`src/rtl/mem_port_ctrl_pkg.sv`:
```
// Shared definitions for the unified-memory port controller: access size
// encodings, the controller state encoding and a canonical no-op word.
package mem_port_ctrl_pkg;

  // Access size encodings carried on ls_size (2'b11 behaves as a word)
  localparam logic [1:0] SZ_B = 2'b00;
  localparam logic [1:0] SZ_H = 2'b01;
  localparam logic [1:0] SZ_W = 2'b10;

  // Controller states: fetch owns the memory by default, LS_RESP is the
  // single response cycle following a stolen load/store cycle
  typedef enum logic {
    ST_FETCH   = 1'b0,
    ST_LS_RESP = 1'b1
  } state_e;

  // Canonical no-op instruction word (addi x0, x0, 0)
  localparam logic [31:0] NOP = 32'h0000_0013;

  // A halfword must sit on an even address, a word on a multiple of four
  function automatic logic is_misaligned(input logic [1:0] size,
                                         input logic [1:0] offset);
    logic mis;
    mis = 1'b0;
    if (size == SZ_H) begin
      mis = offset[0];
    end else if (size[1]) begin
      mis = (offset != 2'b00);
    end
    return mis;
  endfunction

endpackage : mem_port_ctrl_pkg

```
`src/rtl/mem_port_ctrl_ls_lane_align.sv`:
```
// Combinational byte-lane logic for the load/store path.
// Memory byte offset k lives in data[31-8k -: 8]; CPU-side values are
// little-endian and LSB-aligned. Store steering works from the live request,
// load extraction works from the fields latched in the request cycle.
module ls_lane_align
  import mem_port_ctrl_pkg::*;
(
  input  logic [1:0]  st_size,
  input  logic [1:0]  st_off,
  input  logic [31:0] st_wdata,
  output logic [3:0]  st_wstrb,
  output logic [31:0] st_lanes,
  output logic        st_misaligned,
  input  logic [1:0]  ld_size,
  input  logic [1:0]  ld_off,
  input  logic        ld_unsigned,
  input  logic [31:0] ld_rdata,
  output logic [31:0] ld_value
);

  logic [2:0] st_nbytes;
  logic [7:0] rd_byte [4];
  logic [7:0] b0;
  logic [7:0] b1;

  assign st_misaligned = is_misaligned(st_size, st_off);

  // Number of bytes a store of the given size touches
  always_comb begin
    st_nbytes = 3'd4;
    case (st_size)
      SZ_B:    st_nbytes = 3'd1;
      SZ_H:    st_nbytes = 3'd2;
      default: st_nbytes = 3'd4;
    endcase
  end

  // Per-lane steering: lane k takes CPU byte (k - offset) and is strobed when
  // that byte index falls inside the access
  for (genvar gi = 0; gi < 4; gi++) begin : g_lane
    localparam logic [1:0] LANE = 2'(gi);
    logic [1:0] rel;
    assign rel              = LANE - st_off;
    assign st_lanes[31-8*gi -: 8] = st_wdata[{rel, 3'b000} +: 8];
    assign st_wstrb[gi]     = (LANE >= st_off) && ({1'b0, rel} < st_nbytes);
    assign rd_byte[gi]      = ld_rdata[31-8*gi -: 8];
  end

  assign b0 = rd_byte[ld_off];
  assign b1 = rd_byte[ld_off + 2'd1];

  // Reassemble the addressed bytes little-endian and extend
  always_comb begin
    ld_value = 32'h0;
    case (ld_size)
      SZ_B:    ld_value = {{24{~ld_unsigned & b0[7]}}, b0};
      SZ_H:    ld_value = {{16{~ld_unsigned & b1[7]}}, b1, b0};
      default: ld_value = {rd_byte[3], rd_byte[2], rd_byte[1], rd_byte[0]};
    endcase
  end

endmodule : ls_lane_align

```
`src/rtl/mem_port_ctrl.sv`:
```
// Single-port memory arbiter between instruction fetch and load/store.
// Fetch owns the memory by default; a load/store steals one cycle (fetch is
// stalled for exactly that cycle) and its result is returned the next cycle.
// The instruction word arriving during the stolen cycle is parked in
// inst_hold and replayed to fetch during the response cycle.
module mem_port_ctrl
  import mem_port_ctrl_pkg::*;
#(
  parameter int AW    = 32,
  parameter int CNT_W = 32
) (
  input  logic             clk,
  input  logic             rst_n,
  input  logic [AW-1:0]    if_addr,
  output logic [31:0]      if_rdata,
  output logic             if_stall,
  input  logic             ls_req,
  input  logic             ls_we,
  input  logic [1:0]       ls_size,
  input  logic             ls_unsigned,
  input  logic [AW-1:0]    ls_addr,
  input  logic [31:0]      ls_wdata,
  output logic [31:0]      ls_rdata,
  output logic             ls_ready,
  output logic             ls_err,
  output logic [AW-1:0]    mem_addr,
  output logic             mem_we,
  output logic [3:0]       mem_wstrb,
  output logic [31:0]      mem_wdata,
  input  logic [31:0]      mem_rdata,
  output logic [CNT_W-1:0] stall_cnt
);

  localparam logic [AW-1:0]    WORD_MASK = ~AW'(3);
  localparam logic [CNT_W-1:0] CNT_MAX   = {CNT_W{1'b1}};

  state_e           state_q, state_d;
  logic [31:0]      inst_hold_q, inst_hold_d;
  logic [1:0]       size_q, size_d;
  logic             uns_q, uns_d;
  logic [1:0]       off_q, off_d;
  logic             we_q, we_d;
  logic             err_q, err_d;
  logic [CNT_W-1:0] stall_cnt_q, stall_cnt_d;

  logic [3:0]  st_wstrb;
  logic [31:0] st_lanes;
  logic        st_misaligned;
  logic [31:0] ld_value;
  logic        grant;

  ls_lane_align u_align (
    .st_size       (ls_size),
    .st_off        (ls_addr[1:0]),
    .st_wdata      (ls_wdata),
    .st_wstrb      (st_wstrb),
    .st_lanes      (st_lanes),
    .st_misaligned (st_misaligned),
    .ld_size       (size_q),
    .ld_off        (off_q),
    .ld_unsigned   (uns_q),
    .ld_rdata      (mem_rdata),
    .ld_value      (ld_value)
  );

  // While reset is held no request is granted, keeping stall/write outputs idle
  assign grant     = ls_req & rst_n;
  assign stall_cnt = stall_cnt_q;

  // State, latched request fields, held instruction and stall counter
  always_ff @(posedge clk or negedge rst_n) begin
    if (!rst_n) begin
      state_q     <= ST_FETCH;
      inst_hold_q <= 32'h0;
      size_q      <= SZ_B;
      uns_q       <= 1'b0;
      off_q       <= 2'b00;
      we_q        <= 1'b0;
      err_q       <= 1'b0;
      stall_cnt_q <= '0;
    end else begin
      state_q     <= state_d;
      inst_hold_q <= inst_hold_d;
      size_q      <= size_d;
      uns_q       <= uns_d;
      off_q       <= off_d;
      we_q        <= we_d;
      err_q       <= err_d;
      stall_cnt_q <= stall_cnt_d;
    end
  end

  // Next-state logic and all memory / fetch / load-store outputs
  always_comb begin
    state_d     = state_q;
    inst_hold_d = inst_hold_q;
    size_d      = size_q;
    uns_d       = uns_q;
    off_d       = off_q;
    we_d        = we_q;
    err_d       = err_q;

    mem_addr    = if_addr & WORD_MASK;
    mem_we      = 1'b0;
    mem_wstrb   = 4'b0000;
    mem_wdata   = 32'h0;
    if_stall    = 1'b0;
    if_rdata    = mem_rdata;
    ls_ready    = 1'b0;
    ls_err      = 1'b0;
    ls_rdata    = 32'h0;

    case (state_q)
      ST_FETCH: begin
        if (grant) begin
          if_stall    = 1'b1;
          inst_hold_d = mem_rdata;
          size_d      = ls_size;
          uns_d       = ls_unsigned;
          off_d       = ls_addr[1:0];
          we_d        = ls_we;
          err_d       = st_misaligned;
          state_d     = ST_LS_RESP;
          if (!st_misaligned) begin
            mem_addr = ls_addr & WORD_MASK;
            mem_we   = ls_we;
            if (ls_we) begin
              mem_wstrb = st_wstrb;
              mem_wdata = st_lanes;
            end
          end
        end
      end
      ST_LS_RESP: begin
        ls_ready = 1'b1;
        ls_err   = err_q;
        ls_rdata = (we_q || err_q) ? 32'h0 : ld_value;
        if_rdata = inst_hold_q;
        state_d  = ST_FETCH;
      end
      default: begin
        state_d = ST_FETCH;
      end
    endcase
  end

  // Saturating count of cycles in which fetch was held
  always_comb begin
    stall_cnt_d = stall_cnt_q;
    if (if_stall && (stall_cnt_q != CNT_MAX)) begin
      stall_cnt_d = stall_cnt_q + CNT_W'(1);
    end
  end

endmodule : mem_port_ctrl

```
`config.mk`:
```
export PLATFORM = sky130hd
export DESIGN_NAME = mem_port_ctrl
export DESIGN_NICKNAME = d
export VERILOG_FILES = /design/src/rtl/mem_port_ctrl_pkg.sv /design/src/rtl/mem_port_ctrl_ls_lane_align.sv /design/src/rtl/mem_port_ctrl.sv
export SDC_FILE = /design/constraint.sdc
export NUM_CORES = 1
export LEC_CHECK = 0
export CAP_MARGIN = 15
export CORE_MARGIN = 3
export CORE_UTILIZATION = 37
export DETAILED_ROUTE_END_ITERATION = 10
export HOLD_SLACK_MARGIN = 0.12
export PLACE_DENSITY = 0.87
export SLEW_MARGIN = 10
export SYNTH_ARGS = -nofsm -noshare
export SYNTH_HDL_FRONTEND = slang
export SYNTH_HIERARCHICAL = 1
export SYNTH_SLANG_ARGS = --single-unit
```
`constraint.sdc`:
```
create_clock -name clk -period 4.5 [get_ports clk]
set_input_delay 0.9 -clock clk [delete_from_list [all_inputs] [get_ports clk]]
set_output_delay 0.9 -clock clk [all_outputs]
set_load 0.01 [all_outputs]
```
==> out/results.ini, run 1 <==
[pwr]
ir_worst_vdd_v = 0.000191
p_leak_uw = 0.00400
design_power_total_uw = 2400
p_per_area_nw_per_um2 = 254

[floorplan]
die_h_um = 133
core_area_um2 = 15500
die_w_um = 133
rows = 45
initial_core_util = 0.386
io_pins = 303
die_area_um2 = 17700

[routing]
dr.first_iter.drc_count = 400
wl_per_cell_um = 18.5
antenna_left = 0
viasPerCell = 5.30
vias = 6155
routed_wl_um = 21500
dr.pass1.iters = 5
drc = 0

[global_route]
gr-usage-all-layers = 0.236
busiest_layer = met2
met1_usage = 0.280
globalRoute.totalOverflow = 0
grt_max_degree = 73
grt_pass1_vias = 6243
grt_util_met2 = 0.421
grt_first_pass_wirelength_um = 33700
grt_use_met3 = 0.0532
antenna_found_initial = 0

[logic_synthesis]
synthesis.area_um2 = 5980
yosysUniqueCellTypes = 48
ys_seq_elements = 72
async_flop_share = 1.00
synth_edf_count = 0
ys_warn_count = 6
syn_avg_cell_area_um2 = 8.96
synthFlopType = dfrtp_1
seq_area_frac_synth = 0.301
syn_inst = 667

[clocking]
cts_buffer_depth = 2
path_clk_slew_ns = 0.06
cts_resized = 0
postCtsHoldBufs = 0
clkLatencyLatePin_ns = 0.33
cts_inserted_buffers = 9
cts_tree = yes
htree_num_levels = 3
post_cts_buffers = 0
cts_root_buffer = clkbuf_16
cts.sinks = 72

[place]
dp_hpwl_um = 16600
dp.cells = 1145
io_buffers = 298
gp_congestion = 0.859

[critical_path]
reg2reg_to = stall_cnt[31]
reg2reg_slack_ns = 1.36
end_kind = primary output
reg2reg_from = state_q
critPathCapture = mem_wdata[24]
worstPathMaxFanout = 16
critPathArrivalTime_ns = 3.28
crit_path_start_kind = primary input
startpoint = ls_addr[1]
cp.required_ns = 3.60
path_class = primary input to primary output
worstRegToRegCells = 8

[timing]
timing.final.crit_period_ns = 4.18
setup_tns_ns = 0
fin_skew_ns = 0.00675
worst_slew_margin_rel = 0.384
setup_violations = 0
worst_pin_slew_ns = 0.925
period_share = 0.929
hold_viol = 0
drv_slew = 0
rsz0062_at_grt = no
fmaxAchievable_ghz = 0.239

[run]
drv_cap = 0

[layout]
diodes = 0
drive_above_1_share = 0.155
synthToLayoutAreaGrowth_pct = 58.1
nets = 1087
stdcell_count = 1161

[worst_hold_path]
hp-class = register to register

[run_status]
outcome = complete, no violations

==> cell families (layout without fill, tap and decap cells) <==
group / count (synthesis) / after routing / synth area share
adder cells (fa/ha/maj): 7 / 7 / 0.0146
flip-flops: 72 / 72 / 0.301
XOR/XNOR: 30 / 30 / 0.0439
buffers and inverters: 58 / 340 / 0.0414
multiplexers: 114 / 114 / 0.273
AO/OA/AOI/OAI: 47 / 47 / 0.0506
AND/OR/NAND/NOR: 338 / 338 / 0.275
other: 1 / 2 / 0.000627
==> critical path: stages <==
cell	delay [ns]
clkdlybuf4s50_1	0.47
inv_1	0.09
ha_1	0.30
buf_4	0.26
mux4_2	0.54
and3_1	0.17
clkdlybuf4s50_1	0.54
==> metal layers <==
| layer | vias to the layer above | wire, um |
|---|---|---|
| li1 | 2902 | - |
| met3 | 32 | 1520 |
| met5 | - | 0 |
| met2 | 271 | 11100 |
| met1 | 2950 | 8200 |
| met4 | 0 | 707 |
==> Yosys cell counts, types with 2 or more instances <==
| cell | count | area share |
|---|---|---|
| a21oi_1 | 14 | 0.012 |
| a22oi_1 | 7 | 0.0088 |
| and2_1 | 35 | 0.037 |
| and3_1 | 39 | 0.041 |
| and4_1 | 2 | 0.0029 |
| buf_1 | 4 | 0.0025 |
| buf_2 | 6 | 0.0050 |
| buf_4 | 2 | 0.0025 |
| buf_6 | 2 | 0.0038 |
| clkbuf_1 | 34 | 0.021 |
| dfrtp_1 | 72 | 0.30 |
| ha_1 | 7 | 0.015 |
| inv_1 | 9 | 0.0056 |
| mux2_2 | 71 | 0.13 |
| mux2i_1 | 11 | 0.018 |
| mux4_2 | 32 | 0.12 |
| nand2_1 | 183 | 0.11 |
| nand3_1 | 11 | 0.0092 |
| nand4_1 | 18 | 0.019 |
| nor2_1 | 20 | 0.013 |
| nor2b_1 | 8 | 0.0084 |
| nor3_1 | 5 | 0.0042 |
| nor3b_1 | 3 | 0.0038 |
| nor4_1 | 2 | 0.0021 |
| o211ai_1 | 6 | 0.0075 |
| o21ai_0 | 10 | 0.0084 |
| o21bai_1 | 2 | 0.0025 |
| o22ai_1 | 2 | 0.0021 |
| or3_1 | 3 | 0.0031 |
| xnor2_1 | 25 | 0.037 |
| xor2_1 | 5 | 0.0073 |
==> per-stage QoR <==
step	area, um2	hold slack, ns	setup slack, ns	util
3_3_place_gp	9160	0.451	0.358	0.591
6_report	9460	0.471	0.318	0.611
3_5_place_dp	9160	0.457	0.316	0.591
5_1_grt	9460	0.496	0.221	0.611
2_1_floorplan	5980	0.440	0.128	-
4_1_cts	9460	0.472	0.311	0.611
==> flip-flops by register name, summed over array words and instances (netlist names) <==
signal,cells
err_q,1
inst_hold_q,32
off_q,2
size_q,2
stall_cnt,32
state_q,1
uns_q,1
we_q,1
==> placed cells by master (no fill, tap or decap), types with 8 or more instances in the layout <==
| cell type | n |
|---|---|
| buf_4 | 16 |
| a21oi_1 | 14 |
| nand3_1 | 11 |
| nor2b_1 | 8 |
| inv_1 | 9 |
| mux2_2 | 71 |
| nand4_1 | 18 |
| xnor2_1 | 25 |
| dfrtp_1 | 72 |
| mux4_2 | 32 |
| nor2_1 | 19 |
| and2_1 | 35 |
| clkdlybuf4s50_1 | 296 |
| nand2_1 | 183 |
| o21ai_0 | 10 |
| and3_1 | 39 |
| clkbuf_16 | 9 |
| mux2i_1 | 11 |
==> power breakdown <==
part / switching, uW / internal, uW
Clock: 281 / 429
Combinational: 392 / 492
Sequential: 78.1 / 726
==> worst min-delay path by stage <==
stage,from,depth (start not counted),slack [ns],end
final,inst_hold_q[0],2,0.47,inst_hold_q[0]
after global routing,inst_hold_q[5],2,0.50,inst_hold_q[5]
after CTS,inst_hold_q[1],2,0.47,inst_hold_q[1]
after detailed placement,inst_hold_q[1],2,0.46,inst_hold_q[1]
after global placement,inst_hold_q[31],2,0.45,inst_hold_q[31]
after floorplan,inst_hold_q[0],2,0.44,inst_hold_q[0]
==> cell type report <==
class                           count  area [um2]
Fill cell                        1311        6030
Multi-Input combinational cell    538        3950
Timing Repair Buffer              314        3110
Sequential cell                    72        1800
Tap cell                          211         264
Clock buffer                        9         225
Clock inverter                      7        72.6
Inverter                           10        37.5
Note: power is estimated with default switching activity, not from simulation.
==> run 2: changes to the inputs <==
CORE_MARGIN = not set   (was 3)
CORE_UTILIZATION = 35   (was 37)
PLACE_DENSITY = 0.84   (was 0.87)
==> run 2 against run 1 <==
Net effect: global-route usage grew 0.094 points; combinational power shrank 0.5%; routed wire length shrank 2.3%; largest power group is now clock; sequential share of layout area shrank 0.20 points.
==> out/results.ini, run 2 (synthesis results as in run 1) <==
[critical_path]
crit_path_start_kind = primary input  ; unchanged
reg2reg_slack_ns = 2.21  ; was 1.36 ns
reg2reg_from = stall_cnt[23]  ; was state_q
reg2reg_to = stall_cnt[1]  ; was stall_cnt[31]
worstPathMaxFanout = 16  ; unchanged
end_kind = primary output  ; unchanged
worstRegToRegCells = 5  ; was 8
cp.required_ns = 3.60  ; about the same
path_class = primary input to primary output  ; unchanged
critPathArrivalTime_ns = 3.33  ; was 3.28 ns

[clocking]
cts.sinks = 72  ; unchanged
cts_tree = yes  ; unchanged
cts_root_buffer = clkbuf_16  ; unchanged
post_cts_buffers = 0  ; unchanged
clkLatencyLatePin_ns = 0.33  ; about the same
cts_resized = 0  ; unchanged
cts_inserted_buffers = 9  ; unchanged
postCtsHoldBufs = 0  ; unchanged
cts_buffer_depth = 2  ; unchanged
htree_num_levels = 3  ; unchanged
path_clk_slew_ns = 0.05  ; was 0.06 ns

[global_route]
gr-usage-all-layers = 0.237  ; was 0.236
globalRoute.totalOverflow = 0  ; unchanged
antenna_found_initial = 1  ; was 0
busiest_layer = met2  ; unchanged
grt_pass1_vias = 5947  ; was 6,243
grt_first_pass_wirelength_um = 32600  ; was 33,700 um
grt_max_degree = 73  ; unchanged
grt_util_met2 = 0.422  ; was 0.421
grt_use_met3 = 0.0559  ; was 0.0532
met1_usage = 0.276  ; was 0.280

[routing]
antenna_left = 0  ; unchanged
wl_per_cell_um = 18.0  ; was 18.5 um
dr.pass1.iters = 5  ; unchanged
routed_wl_um = 21000  ; was 21,500 um
viasPerCell = 5.30  ; about the same
dr.first_iter.drc_count = 426  ; was 400
drc = 0  ; unchanged
vias = 6191  ; was 6,155

[timing]
setup_tns_ns = 0  ; unchanged
drv_slew = 0  ; unchanged
rsz0062_at_grt = no  ; unchanged
period_share = 0.940  ; was 0.929
worst_pin_slew_ns = 0.912  ; was 0.925 ns
hold_viol = 0  ; unchanged
timing.final.crit_period_ns = 4.23  ; was 4.18 ns
worst_slew_margin_rel = 0.392  ; was 0.384
fin_skew_ns = 0.00998  ; was 0.00675 ns
setup_violations = 0  ; unchanged
fmaxAchievable_ghz = 0.236  ; was 0.239 GHz

[run_status]
outcome = complete, no violations  ; unchanged

[layout]
synthToLayoutAreaGrowth_pct = 59.8  ; was 58.1%
nets = 1085  ; was 1,087
final_cell_mix = 293 x clkdlybuf4s50_1, 183 x nand2_1, 72 x dfrtp_1  ; was 296 x clkdlybuf4s50_1, 183 x nand2_1, 72 x dfrtp_1
fin_area_um2 = 9550  ; was 9460 um2
drive_above_1_share = 0.156  ; was 0.155
final_common_cell = clkdlybuf4s50_1  ; unchanged

[floorplan]
io_pins = 303  ; unchanged
die_h_um = 133  ; about the same
core_area_um2 = 16600  ; was 15,500 um2
initial_core_util = 0.359  ; was 0.386
die_area_um2 = 17600  ; was 17,700 um2
rows = 47  ; was 45
die_w_um = 133  ; about the same

[place]
place_area_um2 = 9160  ; about the same
dp_hpwl_um = 16200  ; was 16,600 um
io_buffers = 298  ; unchanged
gp_congestion = 0.883  ; was 0.859

[worst_hold_path]
holdPathEnd = inst_hold_q[4]  ; was inst_hold_q[0]
holdCritStartpoint = inst_hold_q[4]  ; was inst_hold_q[0]
hp-class = register to register  ; unchanged
whs_path_depth = 2  ; unchanged

[pwr]
p_leak_uw = 0.00405  ; was 0.00400 uW
ir_worst_vdd_v = 0.000132  ; was 0.000191 V
p_per_area_nw_per_um2 = 275  ; was 254 nW/um2

[run]
drv_cap = 0  ; unchanged

## run 2: cell types whose count changed in the layout (fill, tap and decap cells not counted)
| cell | change |
|---|---|
| bufinv_16 | +4 |
| clkdlybuf4s50_1 | -3 |
| diode_2 | +1 |
| buf_12 | +1 |
| clkinvlp_4 | -2 |
| clkinv_2 | -2 |
## run 2: stage by stage
step	hold slack, ns	total power (uW)	std cells	worst slack (ns)	util
after floorplan	0.440	1250	668	0.128	-
after global placement	0.451	1670	1152	0.337	0.550
after detailed placement	0.456	1690	1152	0.302	0.550
after CTS	0.472	2640	1168	0.296	0.574
after global routing	0.497	2760	1168	0.180	0.574
final	0.469	2620	1169	0.271	0.574
## run 2: worst max-delay path by stage
stage | start | end | slack, ns | cells past startpoint
finish | mem_rdata[15] | ls_rdata[27] | 0.27 | 8
global route | mem_rdata[15] | ls_rdata[28] | 0.18 | 8
CTS | mem_rdata[31] | ls_rdata[29] | 0.30 | 7
detailed placement | mem_rdata[31] | ls_rdata[29] | 0.30 | 7
global placement | mem_rdata[31] | ls_rdata[29] | 0.34 | 7
floorplan | ls_addr[0] | mem_wstrb[2] | 0.13 | 13
## run 2: layout make-up
class | count | area (um2)
fillers | 1435 | 7090
multi-input cells | 538 | 3950
repair buffers | 312 | 3100
well taps | 220 | 275
clock buffers | 9 | 225
clock inverters | 7 | 168
diodes | 1 | 2.50
flip-flops and latches | 72 | 1800
inverters | 10 | 37.5
## run 2: worst max-delay path, cell delays in order
cell and delay [ns]:
clkdlybuf4s50_1 0.47, buf_4 0.19, mux2_2 0.25, nand3_1 0.10, a311o_1 0.66, nand2_1 0.10
and2_1 0.17, clkdlybuf4s50_1 0.49
## run 2: layer usage
| metal | routed length, um | part of all wire |
|---|---|---|
| met5 | 0 | 0 |
| met4 | 671 | 0.032 |
| met3 | 1690 | 0.080 |
| met2 | 10700 | 0.51 |
| met1 | 7940 | 0.38 |
## run 2: power breakdown
| group | leakage [uW] | internal (uW) | switching [uW] | total (uW) |
|---|---|---|---|---|
| Clock | 0.000190 | 656 | 280 | 936 |
| Combinational | 0.00293 | 491 | 389 | 880 |
| Sequential | 0.000930 | 726 | 80.8 | 806 |
| Total | 0.00405 | 1870 | 751 | 2620 |
